--- src/rtl/cpu_pkg.sv ---
// Shared core-wide constants and types used by the fetch front end.
package cpu_pkg;

  localparam int XLEN       = 32;
  localparam int INST_WIDTH = 32;
  localparam int PC_STEP    = 4;

  localparam logic [XLEN-1:0] RESET_VECTOR = 32'h0000_0000;

  typedef struct packed {
    logic [XLEN-1:0]       pc;
    logic [INST_WIDTH-1:0] inst;
  } fetch_entry_t;

endpackage

--- src/rtl/fetch_fifo.sv ---
// Circular fetch buffer of {pc, inst} entries; synchronous flush, async reset.
module fetch_fifo #(
  parameter int DEPTH = 4,
  parameter int WIDTH = $bits(cpu_pkg::fetch_entry_t)
) (
  input  logic                     clk,
  input  logic                     reset,
  input  logic                     push,
  input  logic [WIDTH-1:0]         push_data,
  input  logic                     pop,
  input  logic                     flush,
  output logic [WIDTH-1:0]         head_data,
  output logic [$clog2(DEPTH):0]   count,
  output logic                     full,
  output logic                     empty
);

  localparam int AW = $clog2(DEPTH);

  logic [WIDTH-1:0] mem_q [DEPTH];
  logic [AW-1:0]    wr_ptr_q, wr_ptr_d;
  logic [AW-1:0]    rd_ptr_q, rd_ptr_d;
  logic [AW:0]      count_q, count_d;
  logic             do_push, do_pop;

  assign full      = (count_q == (AW+1)'(DEPTH));
  assign empty     = (count_q == '0);
  assign count     = count_q;
  assign head_data = mem_q[rd_ptr_q];
  assign do_push   = push && (!full || pop);
  assign do_pop    = pop && !empty;

  // Pointer and occupancy update; DEPTH is a power of two so pointers wrap naturally.
  always_comb begin
    wr_ptr_d = wr_ptr_q;
    rd_ptr_d = rd_ptr_q;
    count_d  = count_q;
    if (flush) begin
      wr_ptr_d = '0;
      rd_ptr_d = '0;
      count_d  = '0;
    end else begin
      if (do_push) begin
        wr_ptr_d = wr_ptr_q + AW'(1);
      end else begin
        wr_ptr_d = wr_ptr_q;
      end
      if (do_pop) begin
        rd_ptr_d = rd_ptr_q + AW'(1);
      end else begin
        rd_ptr_d = rd_ptr_q;
      end
      case ({do_push, do_pop})
        2'b10:   count_d = count_q + (AW+1)'(1);
        2'b01:   count_d = count_q - (AW+1)'(1);
        default: count_d = count_q;
      endcase
    end
  end

  // Control state register.
  always_ff @(posedge clk or posedge reset) begin
    if (reset) begin
      wr_ptr_q <= '0;
      rd_ptr_q <= '0;
      count_q  <= '0;
    end else begin
      wr_ptr_q <= wr_ptr_d;
      rd_ptr_q <= rd_ptr_d;
      count_q  <= count_d;
    end
  end

  // Entry storage needs no reset: empty entries are never presented.
  always_ff @(posedge clk) begin
    if (do_push && !flush) begin
      mem_q[wr_ptr_q] <= push_data;
    end
  end

endmodule

--- src/rtl/fetch_unit.sv ---
// Decoupled instruction fetch: owns the PC, issues credit-limited imem requests,
// buffers tagged instructions and squashes in-flight responses on redirect.
module fetch_unit #(
  parameter int                     XLEN         = cpu_pkg::XLEN,
  parameter logic [XLEN-1:0]        RESET_VECTOR = cpu_pkg::RESET_VECTOR,
  parameter int                     DEPTH        = 4,
  parameter int                     MAX_OUT      = 4
) (
  input  logic                              clk,
  input  logic                              reset,
  output logic                              imem_req_valid,
  input  logic                              imem_req_ready,
  output logic [XLEN-1:0]                   imem_req_addr,
  input  logic                              imem_rsp_valid,
  input  logic [cpu_pkg::INST_WIDTH-1:0]    imem_rsp_data,
  output logic                              inst_valid,
  input  logic                              inst_ready,
  output logic [cpu_pkg::INST_WIDTH-1:0]    inst_data,
  output logic [XLEN-1:0]                   inst_pc,
  input  logic                              redirect_valid,
  input  logic [XLEN-1:0]                   redirect_target,
  output logic                              misalign_err,
  output logic [$clog2(MAX_OUT+1)-1:0]      outstanding
);

  import cpu_pkg::*;

  localparam int CW = $clog2(MAX_OUT+1);
  localparam int FW = $clog2(DEPTH) + 1;
  localparam int EW = XLEN + INST_WIDTH;

  logic [XLEN-1:0] fetch_pc_q, fetch_pc_d;
  logic [XLEN-1:0] rsp_pc_q, rsp_pc_d;
  logic [CW-1:0]   live_cnt_q, live_cnt_d;
  logic [CW-1:0]   drop_cnt_q, drop_cnt_d;
  logic            halted_q, halted_d;
  logic [CW-1:0]   inflight;
  logic            credit_ok, req_fire, rsp_drop, rsp_live;
  logic            fifo_push, fifo_pop, fifo_full, fifo_empty;
  logic [FW-1:0]   fifo_count;
  logic [EW-1:0]   fifo_head;

  // Live requests reserve a buffer slot, so a kept response always finds room.
  assign inflight  = live_cnt_q + drop_cnt_q;
  assign credit_ok = ((32'(fifo_count) + 32'(live_cnt_q)) < 32'(DEPTH)) &&
                     (32'(inflight) < 32'(MAX_OUT));

  assign imem_req_valid = !reset && !halted_q && !redirect_valid && credit_ok;
  assign imem_req_addr  = fetch_pc_q;
  assign req_fire       = imem_req_valid && imem_req_ready;
  assign rsp_drop       = imem_rsp_valid && (drop_cnt_q != '0);
  assign rsp_live       = imem_rsp_valid && (drop_cnt_q == '0) && (live_cnt_q != '0);

  assign fifo_push    = rsp_live && !redirect_valid && !fifo_full;
  assign fifo_pop     = inst_valid && inst_ready && !redirect_valid;
  assign inst_valid   = !fifo_empty;
  assign inst_pc      = inst_valid ? fifo_head[EW-1 -: XLEN] : '0;
  assign inst_data    = inst_valid ? fifo_head[INST_WIDTH-1:0] : '0;
  assign misalign_err = halted_q;
  assign outstanding  = inflight;

  // PC, credit counter and halt next-state.
  always_comb begin
    fetch_pc_d = fetch_pc_q;
    rsp_pc_d   = rsp_pc_q;
    live_cnt_d = live_cnt_q;
    drop_cnt_d = drop_cnt_q;
    halted_d   = halted_q;
    if (redirect_valid) begin
      // Everything still in flight becomes stale; a response landing now is consumed.
      fetch_pc_d = redirect_target;
      rsp_pc_d   = redirect_target;
      live_cnt_d = '0;
      drop_cnt_d = inflight - ((rsp_drop || rsp_live) ? CW'(1) : CW'(0));
      halted_d   = halted_q || (redirect_target[1:0] != 2'b00);
    end else begin
      if (req_fire) begin
        fetch_pc_d = fetch_pc_q + XLEN'(PC_STEP);
      end else begin
        fetch_pc_d = fetch_pc_q;
      end
      if (rsp_drop) begin
        drop_cnt_d = drop_cnt_q - CW'(1);
      end else begin
        drop_cnt_d = drop_cnt_q;
      end
      if (rsp_live) begin
        rsp_pc_d = rsp_pc_q + XLEN'(PC_STEP);
      end else begin
        rsp_pc_d = rsp_pc_q;
      end
      live_cnt_d = live_cnt_q + (req_fire ? CW'(1) : CW'(0)) - (rsp_live ? CW'(1) : CW'(0));
    end
  end

  // Fetch control state register.
  always_ff @(posedge clk or posedge reset) begin
    if (reset) begin
      fetch_pc_q <= RESET_VECTOR;
      rsp_pc_q   <= RESET_VECTOR;
      live_cnt_q <= '0;
      drop_cnt_q <= '0;
      halted_q   <= 1'b0;
    end else begin
      fetch_pc_q <= fetch_pc_d;
      rsp_pc_q   <= rsp_pc_d;
      live_cnt_q <= live_cnt_d;
      drop_cnt_q <= drop_cnt_d;
      halted_q   <= halted_d;
    end
  end

  fetch_fifo #(
    .DEPTH (DEPTH),
    .WIDTH (EW)
  ) u_fifo (
    .clk       (clk),
    .reset     (reset),
    .push      (fifo_push),
    .push_data ({rsp_pc_q, imem_rsp_data}),
    .pop       (fifo_pop),
    .flush     (redirect_valid),
    .head_data (fifo_head),
    .count     (fifo_count),
    .full      (fifo_full),
    .empty     (fifo_empty)
  );

`ifdef SIM
  fetch_unit_chk #(
    .DEPTH   (DEPTH),
    .MAX_OUT (MAX_OUT),
    .CW      (CW),
    .FW      (FW)
  ) u_chk (
    .clk      (clk),
    .reset    (reset),
    .live_cnt (live_cnt_q),
    .drop_cnt (drop_cnt_q),
    .count    (fifo_count)
  );
`endif

endmodule

`ifdef SIM
module fetch_unit_chk #(
  parameter int DEPTH   = 4,
  parameter int MAX_OUT = 4,
  parameter int CW      = 3,
  parameter int FW      = 3
) (
  input logic          clk,
  input logic          reset,
  input logic [CW-1:0] live_cnt,
  input logic [CW-1:0] drop_cnt,
  input logic [FW-1:0] count
);
  // Credit invariants that keep every counter within range.
  always_ff @(posedge clk) begin
    if (!reset) begin
      assert (32'(live_cnt) + 32'(drop_cnt) <= 32'(MAX_OUT))
        else $error("in-flight count exceeds MAX_OUT");
      assert (32'(count) + 32'(live_cnt) <= 32'(DEPTH))
        else $error("buffer credit exceeds DEPTH");
    end
  end
endmodule
`endif

--- config.mk ---
export PLATFORM = sky130hd
export DESIGN_NAME = fetch_unit
export DESIGN_NICKNAME = d
export VERILOG_FILES = /design/src/rtl/cpu_pkg.sv /design/src/rtl/fetch_fifo.sv /design/src/rtl/fetch_unit.sv
export SDC_FILE = /design/constraint.sdc
export NUM_CORES = 1
export LEC_CHECK = 0
export ABC_AREA = 1
export CAP_MARGIN = 40
export CORE_MARGIN = 4
export CORE_UTILIZATION = 47
export DETAILED_ROUTE_END_ITERATION = 10
export MAX_ROUTING_LAYER = met4
export PLACE_DENSITY = 0.7
export REMOVE_ABC_BUFFERS = 1
export SLEW_MARGIN = 20
export SYNTH_ARGS = -nofsm -noshare
export SYNTH_HDL_FRONTEND = slang
export SYNTH_SLANG_ARGS = --single-unit
--- constraint.sdc ---
create_clock -name clk -period 5.3 [get_ports clk]
set_input_delay 0.53 -clock clk [delete_from_list [all_inputs] [get_ports clk]]
set_output_delay 0.53 -clock clk [all_outputs]
set_load 0.005 [all_outputs]
==> results of run 1 <==
final timing paths:
path,startpoint,endpoint,slack (ns),cells after the start
min in group asynchronous,reset,misalign_err$_DFFE_PP0P_,0.53,2
setup / recovery,u_fifo.rd_ptr_q[0]$_DFFE_PP0P_,inst_data[8],1.37,7
max in group asynchronous,reset,rsp_pc_q[27]$_DFFE_PP0N_,3.65,3
hold reg to reg,imem_req_addr[0]$_DFFE_PP0P_,imem_req_addr[0]$_DFFE_PP0P_,0.48,2
setup reg to reg,live_cnt_q[0]$_DFF_PP0_,live_cnt_q[2]$_DFF_PP0_,2.37,16
hold / removal,imem_req_addr[0]$_DFFE_PP0P_,imem_req_addr[0]$_DFFE_PP0P_,0.48,2
power by group:
group	switching (mW)	internal [mW]	total, mW
combinational	0.240	0.212	0.452
clock	0.971	1.33	2.31
sequential	0.108	2.90	3.00
total	1.32	4.44	5.76
cells by family after synthesis:
group	count (synthesis)	synth area share (%)
xor+xnor	25	1.42
simple gates	802	21.9
compound gates	239	8.01
fa+ha+maj	18	1.60
flops	334	62.4
buf+inv	172	4.68
cell usage after synthesis (2+ instances only):
| master | count |
|---|---|
| o221ai_1 | 2 |
| nand3_2 | 2 |
| dfrtp_1 | 78 |
| nand2_1 | 314 |
| nand3_1 | 87 |
| inv_2 | 12 |
| a31oi_1 | 2 |
| ha_1 | 15 |
| nand3b_1 | 9 |
| nand2_4 | 2 |
| nand2_2 | 6 |
| o21ai_1 | 5 |
| xor2_1 | 21 |
| nor2_4 | 7 |
| clkbuf_1 | 25 |
| nand4_1 | 8 |
| nand3_4 | 3 |
| o211ai_1 | 8 |
| buf_2 | 22 |
| nor3_1 | 14 |
| or2_2 | 3 |
| a21oi_1 | 72 |
| buf_6 | 4 |
| inv_1 | 93 |
| buf_1 | 10 |
| fa_1 | 3 |
| xnor2_1 | 4 |
| nor2_2 | 4 |
| o21ai_0 | 148 |
| buf_4 | 5 |
| edfxtp_1 | 256 |
| nor2_1 | 339 |
tightest hold or removal path, stage by stage (launching register included):
cell and delay (ns):
dfrtp_1 0.35, nand2_1 0.06, nand2_1 0.04
layout make-up:
type / count / area (um^2) / share of cell area [%]
Clock inverter: 16 / 148 / 0.789
Clock buffer: 46 / 927 / 4.95
Multi-Input combinational cell: 1084 / 5110 / 27.3
Tap cell: 442 / 553 / 2.95
Inverter: 105 / 395 / 2.11
Timing Repair Buffer: 189 / 1940 / 10.4
Sequential cell: 334 / 9640 / 51.5
routing by layer:
metal / up-vias / share of wire (%)
met5: - / 0
met4: 0 / 1.9
met3: 54 / 7.1
met2: 450 / 46
met1: 5553 / 45
li1: 5642 / -
state kept, by name, summed over array words and instances, names as in the netlist:
register	flops
u_fifo.rd_ptr_q	2
drop_cnt_q	3
u_fifo.mem_q	256
rsp_pc_q	32
u_fifo.wr_ptr_q	2
misalign_err	1
imem_req_addr	32
u_fifo.count	3
live_cnt_q	3
metrics by stage:
step | area (um^2) | util, %
finish | 18700 | 57.7
floorplan | 15100 | -
detailed placement | 17600 | 54.4
global route | 18700 | 57.7
CTS | 18700 | 57.7
global placement | 17500 | 54.1
==> reports/qor.txt, run 1 <==
Global-route met2 utilization: 34.0%
Met3 usage: 3.23%
Final WS setup: 1.37 ns
Fin Hold WS: 0.484 ns
GRT Util Overall: 21.6%
# rows: 66
Total length of routed wires: 37,900 um
Worst Path Max Fanout: 72
Ys async rst share: 23.4%
Final net count: 1,837
Via-to-Cell Ratio: 5.28
Bufs and invs on worst path: 3
DR vias: 11,700
Dpl hpwl: 24,500 um
Clk root buf: clkbuf_16
Die W: 189 um
Fin cells: 2,216
Top cells by area, synth: edfxtp_1, dfrtp_1, nor2_1
HP Class: reg2reg
Area Overhead vs Synth: 21.2%
Distinct cells, synth: 39
Slowest Stage Delay on Critical Path: 0.71 ns
CP Data Required Time: 4.77 ns
Worst-margin pin slew: 0.836 ns
Die area: 35,800 um^2
CTS Buf Count: 35
GRT met1 Usage: 30.2%
Cells after synthesis: 1,590
Cell family with most CP delay: buffers and inverters
Via count of the first global-routing pass: 11,500
Yosys reg bits: 334
Commonest non-fill, non-tap cell in the layout: nor2_1
Placer Congestion: 0.890
WS Path Type: reg2out
Hold Buf Count CTS: 0
H-tree levels: 2
Final period util: 74.1%
Mapped Area: 15,400 um^2
Congestion Overflow GR: 0
Worst skew pair latency: 0.51 ns
Peak Freq: 255 MHz
CTS tree: done
Starting Density: 47.6%
Cell count after placement: 2,154
Die H: 189 um
Core area: 32,500 um^2
Drt first pass iters: 5
Setup_tns: 0 ns
Worst Path Arrival: 3.40 ns
FILL cells: 2,739
Syn_area_per_cell: 9.71 um^2
Status: completed
Crit-path cells: buf_4 > buf_4 > nor2_1 > nor2_1 > o21ai_0 > a21oi_1 > clkdlybuf4s50_1
Diodes inserted: 0
Yosys top cell area share: 49.8%
Leakage Power: 7.12 nW
RSZ-0062 raised after global routing: false
Setup repair bufs after CTS: 0
Post-synth top area cell: edfxtp_1
Layout cells sized above 1: 6.43%
Hold Vio Cnt, Final: 0
Worst-case clock buffer depth: 3
Clock Pin Slew Worst Setup and Hold Paths: 0.06 ns
Initial DRC count: 854
Antenna-violating nets left: 0
# DRC: 0
Yosys warnings: 0
Top FF cell, synth: edfxtp_1
Final setup violating endpoints: 0
Number of synthesized flops with an enable pin: 256
Number of I/O pins: 172
CP Capture Type: primary output
Max-cap viol count: 0
Number of antenna violations at the first check in global routing: 0
Max-slew violations: 0
Post-cts resize count: 0
Minimum clock period: 3.93 ns
Largest net degree at the start of global routing: 73
VDD IR-drop max: 186 uV
Dpl ws: 1.96 ns
Buffers on Ports: 171
Most frequent cells in the layout: nor2_1, nand2_1, edfxtp_1
Slew headroom: 44.3%
Startpoint types: register
Final Power: 5.76 mW
Power Density: 308 nW/um^2
Slowest cell on crit path: buf_4
Clk_skew: 0.0129 ns
Share of the yosys chip area belonging to registers: 62.4%
Clk sink count: 334
DR WL/cell: 17.1 um
Busiest grt layer: met2
First-pass GRT wire length: 60,600 um
Power figures use the tool's default switching activity.
==> inputs of run 2 (changes only) <==
- clock period: 5.3 -> 4 ns (I/O delays scaled with it)
==> reports/qor.txt, run 2 (synthesis gave the netlist of run 1 again) <==
Status: completed
CP Data Required Time: 3.60 ns (-1.17 ns)
Worst-case clock buffer depth: 3 (unchanged)
Final setup violating endpoints: 0 (unchanged)
Cell Area, Placed: 17,600 um^2 (-0.33%)
R2R depth: 16 (unchanged)
Setup repair bufs after CTS: 0 (unchanged)
Startpoint types: register
Starting Density: 47.6% (unchanged)
RSZ-0062 raised after global routing: false
Crit-path cells: buf_4 > nor2_1 > nor2_1 > o21ai_0 > a21oi_1 > clkdlybuf4s50_1
Die area: 35,800 um^2 (unchanged)
Max-slew violations: 0 (unchanged)
Number of I/O pins: 172 (unchanged)
RR Startpoint: live_cnt_q[0]$_DFF_PP0_
Peak Freq: 297 MHz
Placer Congestion: 0.903 (+1.4%)
First-pass GRT wire length: 59,800 um (-1.4%)
Core area: 32,500 um^2 (unchanged)
Clk root buf: clkbuf_16
Core Util, Final: 57.6% (-0.093 points)
Leakage Power: 7.13 nW (+0.18%)
VDD IR-drop max: 231 uV (+24%)
Antenna-violating nets left: 0 (unchanged)
Initial DRC count: 830 (-2.8%)
Hold Vio Cnt, Final: 0 (unchanged)
# rows: 66 (unchanged)
Number of antenna violations at the first check in global routing: 0 (unchanged)
Post-cts resize count: 0 (unchanged)
Clk sink count: 334 (unchanged)
CTS Buf Count: 35 (unchanged)
Clk_skew: 0.0151 ns (+0.00215 ns)
DR vias: 11,500 (-1.6%)
Hold Buf Count CTS: 0 (unchanged)
Worst skew pair latency: 0.51 ns (about the same)
Slew headroom: 43.7% (-0.60 points)
Minimum clock period: 3.36 ns
CP Capture Type: primary output
Buffers on Ports: 171 (unchanged)
CP dominant cell by count: nor2_1
Via-to-Cell Ratio: 5.19 (-1.7%)
DR WL/cell: 16.9 um (-1.0%)
Cell count after placement: 2,156 (+0.093%)
Worst Path Arrival: 2.96 ns (-0.44 ns)
WS Path Type: reg2out
Area Overhead vs Synth: 21.0%
H-tree levels: 2 (unchanged)
Clock Pin Slew Worst Setup and Hold Paths: 0.06 ns (about the same)
Via count of the first global-routing pass: 11,200 (-2.1%)
Reg2reg end: live_cnt_q[2]$_DFF_PP0_
GRT Util Overall: 21.3% (-0.27 points)
Reg2Reg Setup Slack: 1.17 ns (-1.20 ns)
Worst Path Max Fanout: 54 (-25%)
Most frequent cells in the layout: nor2_1, nand2_1, edfxtp_1
Dpl hpwl: 24,400 um (-0.12%)
Max-cap viol count: 0 (unchanged)
Layout cells sized above 1: 7.03% (+0.61 points)
Biggest register: u_fifo.mem_q
Fin cells: 2,219 (+0.14%)
Final period util: 84.1%
Worst-margin pin slew: 0.845 ns (+0.00904 ns)
Slowest cell on crit path: dfrtp_4
Die W: 189 um (unchanged)
# DRC: 0 (unchanged)
Power Density: 410 nW/um^2 (+33%)
Slowest Stage Delay on Critical Path: 0.73 ns (+0.02 ns)
Diodes inserted: 0 (unchanged)
Final net count: 1,839 (+0.11%)
Final Power: 7.66 mW (+33%)
HP Class: in2async
Commonest non-fill, non-tap cell in the layout: nor2_1
Largest net degree at the start of global routing: 77 (+5.5%)
Fin Hold WS: 0.427 ns (-0.0563 ns)
Die H: 189 um (unchanged)
Largest register FFs: 256 (unchanged)
CTS tree: done
Design area: 18,700 um^2 (-0.16%)
Drt first pass iters: 6 (+1)
Congestion Overflow GR: 0 (unchanged)
Total length of routed wires: 37,500 um (-0.89%)
## run 2: final cells by class
class                           instances  area (um^2)
Multi-Input combinational cell       1084         5110
Clock inverter                         18          138
Timing Repair Buffer                  191         1890
Clock buffer                           45          965
Fill cell                            2752        13800
Sequential cell                       334         9640
Inverter                              105          395
Tap cell                              442          553
## run 2: worst max path at each step
stage	startpoint	to	slack, ns	cells past startpoint
after global routing	u_fifo.rd_ptr_q[0]$_DFFE_PP0P_	inst_pc[12]	0.42	5
after floorplan	drop_cnt_q[1]$_DFFE_PP0P_	u_fifo.mem_q[0][0]$_DFFE_PP_	-0.33	6
final	u_fifo.rd_ptr_q[0]$_DFFE_PP0P_	inst_data[6]	0.64	6
after CTS	u_fifo.rd_ptr_q[0]$_DFFE_PP0P_	inst_pc[12]	0.57	5
after global placement	redirect_valid	live_cnt_q[2]$_DFF_PP0_	1.13	12
after detailed placement	redirect_valid	live_cnt_q[2]$_DFF_PP0_	1.09	12
## run 2: routing by layer
layer	share of wire [%]	track usage [%]	up-vias	wire, um
met5	0	-	-	0
met4	1.8	4.87	0	665
met3	6.2	3.28	45	2330
met2	46	33.6	399	17100
met1	46	29.8	5415	17400
li1	-	-	5652	-
## run 2: per-stage QoR
stage / setup TNS (ns) / worst slack [ns]
final: 0 / 0.637
after global routing: 0 / 0.423
after CTS: 0 / 0.566
after detailed placement: 0 / 1.09
after global placement: 0 / 1.13
after floorplan: -104.91 / -0.328
## run 2: worst max-delay path, delay by kind of cell, from the launching register on
kind | cells | cell delay [ns]
AND/OR/NAND/NOR | 2 | 0.22
buffers and inverters | 2 | 1.12
flip-flops | 1 | 0.73
AO/OA/AOI/OAI | 2 | 0.31
## run 2: power by group
part / switching [mW] / internal (mW) / total, mW
clock: 1.30 / 1.78 / 3.08
sequential: 0.143 / 3.84 / 3.98
combinational: 0.319 / 0.283 / 0.602
==> inputs of run 3 (changes only) <==
- PLACE_DENSITY: 0.7 -> 0.72
- clock period: 4 -> 2.8 ns (I/O delays scaled with it)
==> reports/qor.txt, run 3 (synthesis gave the netlist of run 1 again) <==
Status: completed
Commonest non-fill, non-tap cell in the layout: nor2_1
Core area: 32,500 um^2 (unchanged)
Peak Freq: 369 MHz
Clock Pin Slew Worst Setup and Hold Paths: 0.06 ns (about the same)
WS Path Type: reg2out
Net switching power figure: 2.52 mW (+43%)
Worst skew pair latency: 0.51 ns (about the same)
VDD IR-drop max: 391 uV (+69%)
Congestion Overflow GR: 0 (unchanged)
Reg2reg end: live_cnt_q[2]$_DFF_PP0_
Crit-path cells: inv_4 > buf_12 > o21ai_0 > a21oi_1 > clkdlybuf4s50_1
Startpoint types: register
Dpl hpwl: 24,300 um (-0.74%)
Clock power frac: 39.2% (-1.0 points)
CP Capture Type: primary output
CTS Buf Count: 36 (+2.9%)
Slew headroom: 69.9% (+26 points)
Final net count: 1,849 (+0.54%)
Fin Hold WS: 0.311 ns (-0.116 ns)
Largest net degree at the start of global routing: 81 (+5.2%)
Die H: 189 um (unchanged)
RR Startpoint: live_cnt_q[0]$_DFF_PP0_
Cell count after placement: 2,163 (+0.32%)
CP Data Required Time: 2.52 ns (-1.08 ns)
First-pass GRT wire length: 60,300 um (+0.90%)
Via count of the first global-routing pass: 11,400 (+1.8%)
Largest register FFs: 256 (unchanged)
CTS tree: done
Initial DRC count: 877 (+5.7%)
Int Pwr: 8.26 mW (+40%)
Multi-input logic area: 5120 um^2 (+0.15%)
Number of antenna violations at the first check in global routing: 0 (unchanged)
Biggest register: u_fifo.mem_q
GRT Util Overall: 21.5% (+0.14 points)
Leakage Power: 7.30 nW (+2.3%)
Slowest cell on crit path: dfrtp_4
Antenna-violating nets left: 0 (unchanged)
Layout cells sized above 1: 7.33% (+0.29 points)
Most frequent cells in the layout: nor2_1, nand2_1, edfxtp_1
Minimum clock period: 2.71 ns
HP Class: in2async
Worst-margin pin slew: 0.451 ns (-0.394 ns)
Placer Congestion: 0.872 (-3.4%)
Clk root buf: clkbuf_16
Clk sink count: 334 (unchanged)
Diodes inserted: 0 (unchanged)
FILL cells: 2,740 (-0.44%)
Buffers on Ports: 171 (unchanged)
Max-slew violations: 0 (unchanged)
Hold Vio Cnt, Final: 0 (unchanged)
Final setup violating endpoints: 0 (unchanged)
Final period util: 96.8%
Sw Ratio: 23.4% (+0.42 points)
DR vias: 11,700 (+1.6%)
Hold Buf Count CTS: 0 (unchanged)
H-tree levels: 2 (unchanged)
Dpl ws: 0.138 ns (-0.949 ns)
Flip-flop and latch area: 9650 um^2 (about the same)
Die W: 189 um (unchanged)
# DRC: 0 (unchanged)
R2R depth: 16 (unchanged)
Area Overhead vs Synth: 22.1%
Comb pwr share: 8.1% (+0.2 points)
Worst Path Arrival: 2.43 ns (-0.53 ns)
Reg2Reg Setup Slack: 0.21 ns (-0.96 ns)
Via-to-Cell Ratio: 5.24 (+1.1%)
DR WL/cell: 17.1 um (+0.89%)
Worst-case clock buffer depth: 3 (unchanged)
Number of I/O pins: 172 (unchanged)
Fin cells: 2,230 (+0.50%)
Die area: 35,800 um^2 (unchanged)
Total length of routed wires: 38,100 um (+1.4%)
Slowest Stage Delay on Critical Path: 0.58 ns (-0.15 ns)
Drt first pass iters: 5 (-1)
Max-cap viol count: 0 (unchanged)
Worst Path Max Fanout: 49 (-9.3%)
RSZ-0062 raised after global routing: true
Sequential Power Share: 52.7% (+0.8 points)
Final WS setup: 0.0888 ns (-0.548 ns)
# rows: 66 (unchanged)
Starting Density: 47.6% (unchanged)
Clk_skew: 0.0120 ns (-0.00304 ns)
Core Util, Final: 58.1% (+0.52 points)
Power Density: 572 nW/um^2 (+40%)
run 3: layer usage:
layer	vias up	GRT usage, %	wire length, um
met5	-	-	0
met4	0	4.54	636
li1	5663	-	-
met3	49	3.17	2690
met2	402	34.6	17800
met1	5582	29.5	16900
run 3: worst max-delay path, delay by kind of cell, from the launching register on:
kind	cells	cell delay, ns
AOI/OAI and AO/OA	2	0.41
buffers and inverters	3	0.91
DFF	1	0.58
run 3: final cells by class:
type	count	area share, %
flip-flops and latches	334	51.1
multi-input cells	1084	27.1
repair buffers	200	11.1
clock buffers	42	4.90
well taps	442	2.93
inverters	105	2.10
clock inverters	23	0.690
run 3: power by group through the flow:
stage	Sequential, mW	Combinational, mW	Clock (mW)
final	5.69	0.871	4.23
after floorplan	5.71	0.461	0
after detailed placement	5.78	0.863	0
after CTS	5.68	0.876	4.32
after global placement	5.77	0.844	0
after global routing	5.71	0.986	4.55
run 3: through the flow:
stage,power (mW),area (um^2),setup TNS (ns)
floorplan,6.17,15100,-482.49
global placement,6.61,17700,0
detailed placement,6.64,17700,0
CTS,10.9,18800,0
global route,11.2,18900,-0.0256
finish,10.8,18900,0
run 3: how the worst max path moves through the flow:
| stage | start | slack (ns) | to | cells after the start |
|---|---|---|---|---|
| after floorplan | drop_cnt_q[1]$_DFFE_PP0P_ | -1.53 | u_fifo.mem_q[0][0]$_DFFE_PP_ | 6 |
| after global placement | live_cnt_q[1]$_DFF_PP0_ | 0.21 | live_cnt_q[2]$_DFF_PP0_ | 15 |
| after detailed placement | live_cnt_q[1]$_DFF_PP0_ | 0.14 | live_cnt_q[2]$_DFF_PP0_ | 15 |
| after CTS | live_cnt_q[1]$_DFF_PP0_ | 0.03 | imem_req_valid | 8 |
| after global routing | u_fifo.rd_ptr_q[0]$_DFFE_PP0P_ | -0.02 | inst_data[29] | 5 |
| final | u_fifo.rd_ptr_q[0]$_DFFE_PP0P_ | 0.09 | inst_pc[9] | 5 |
run 3: timing repair:
item / CTS / global route
endpoints found under the setup margin: 44 / 15
gates resized for setup: 1 / 14
pin swaps: 0 / 3
setup buffers: 2 / 0
gates cloned: 0 / 0
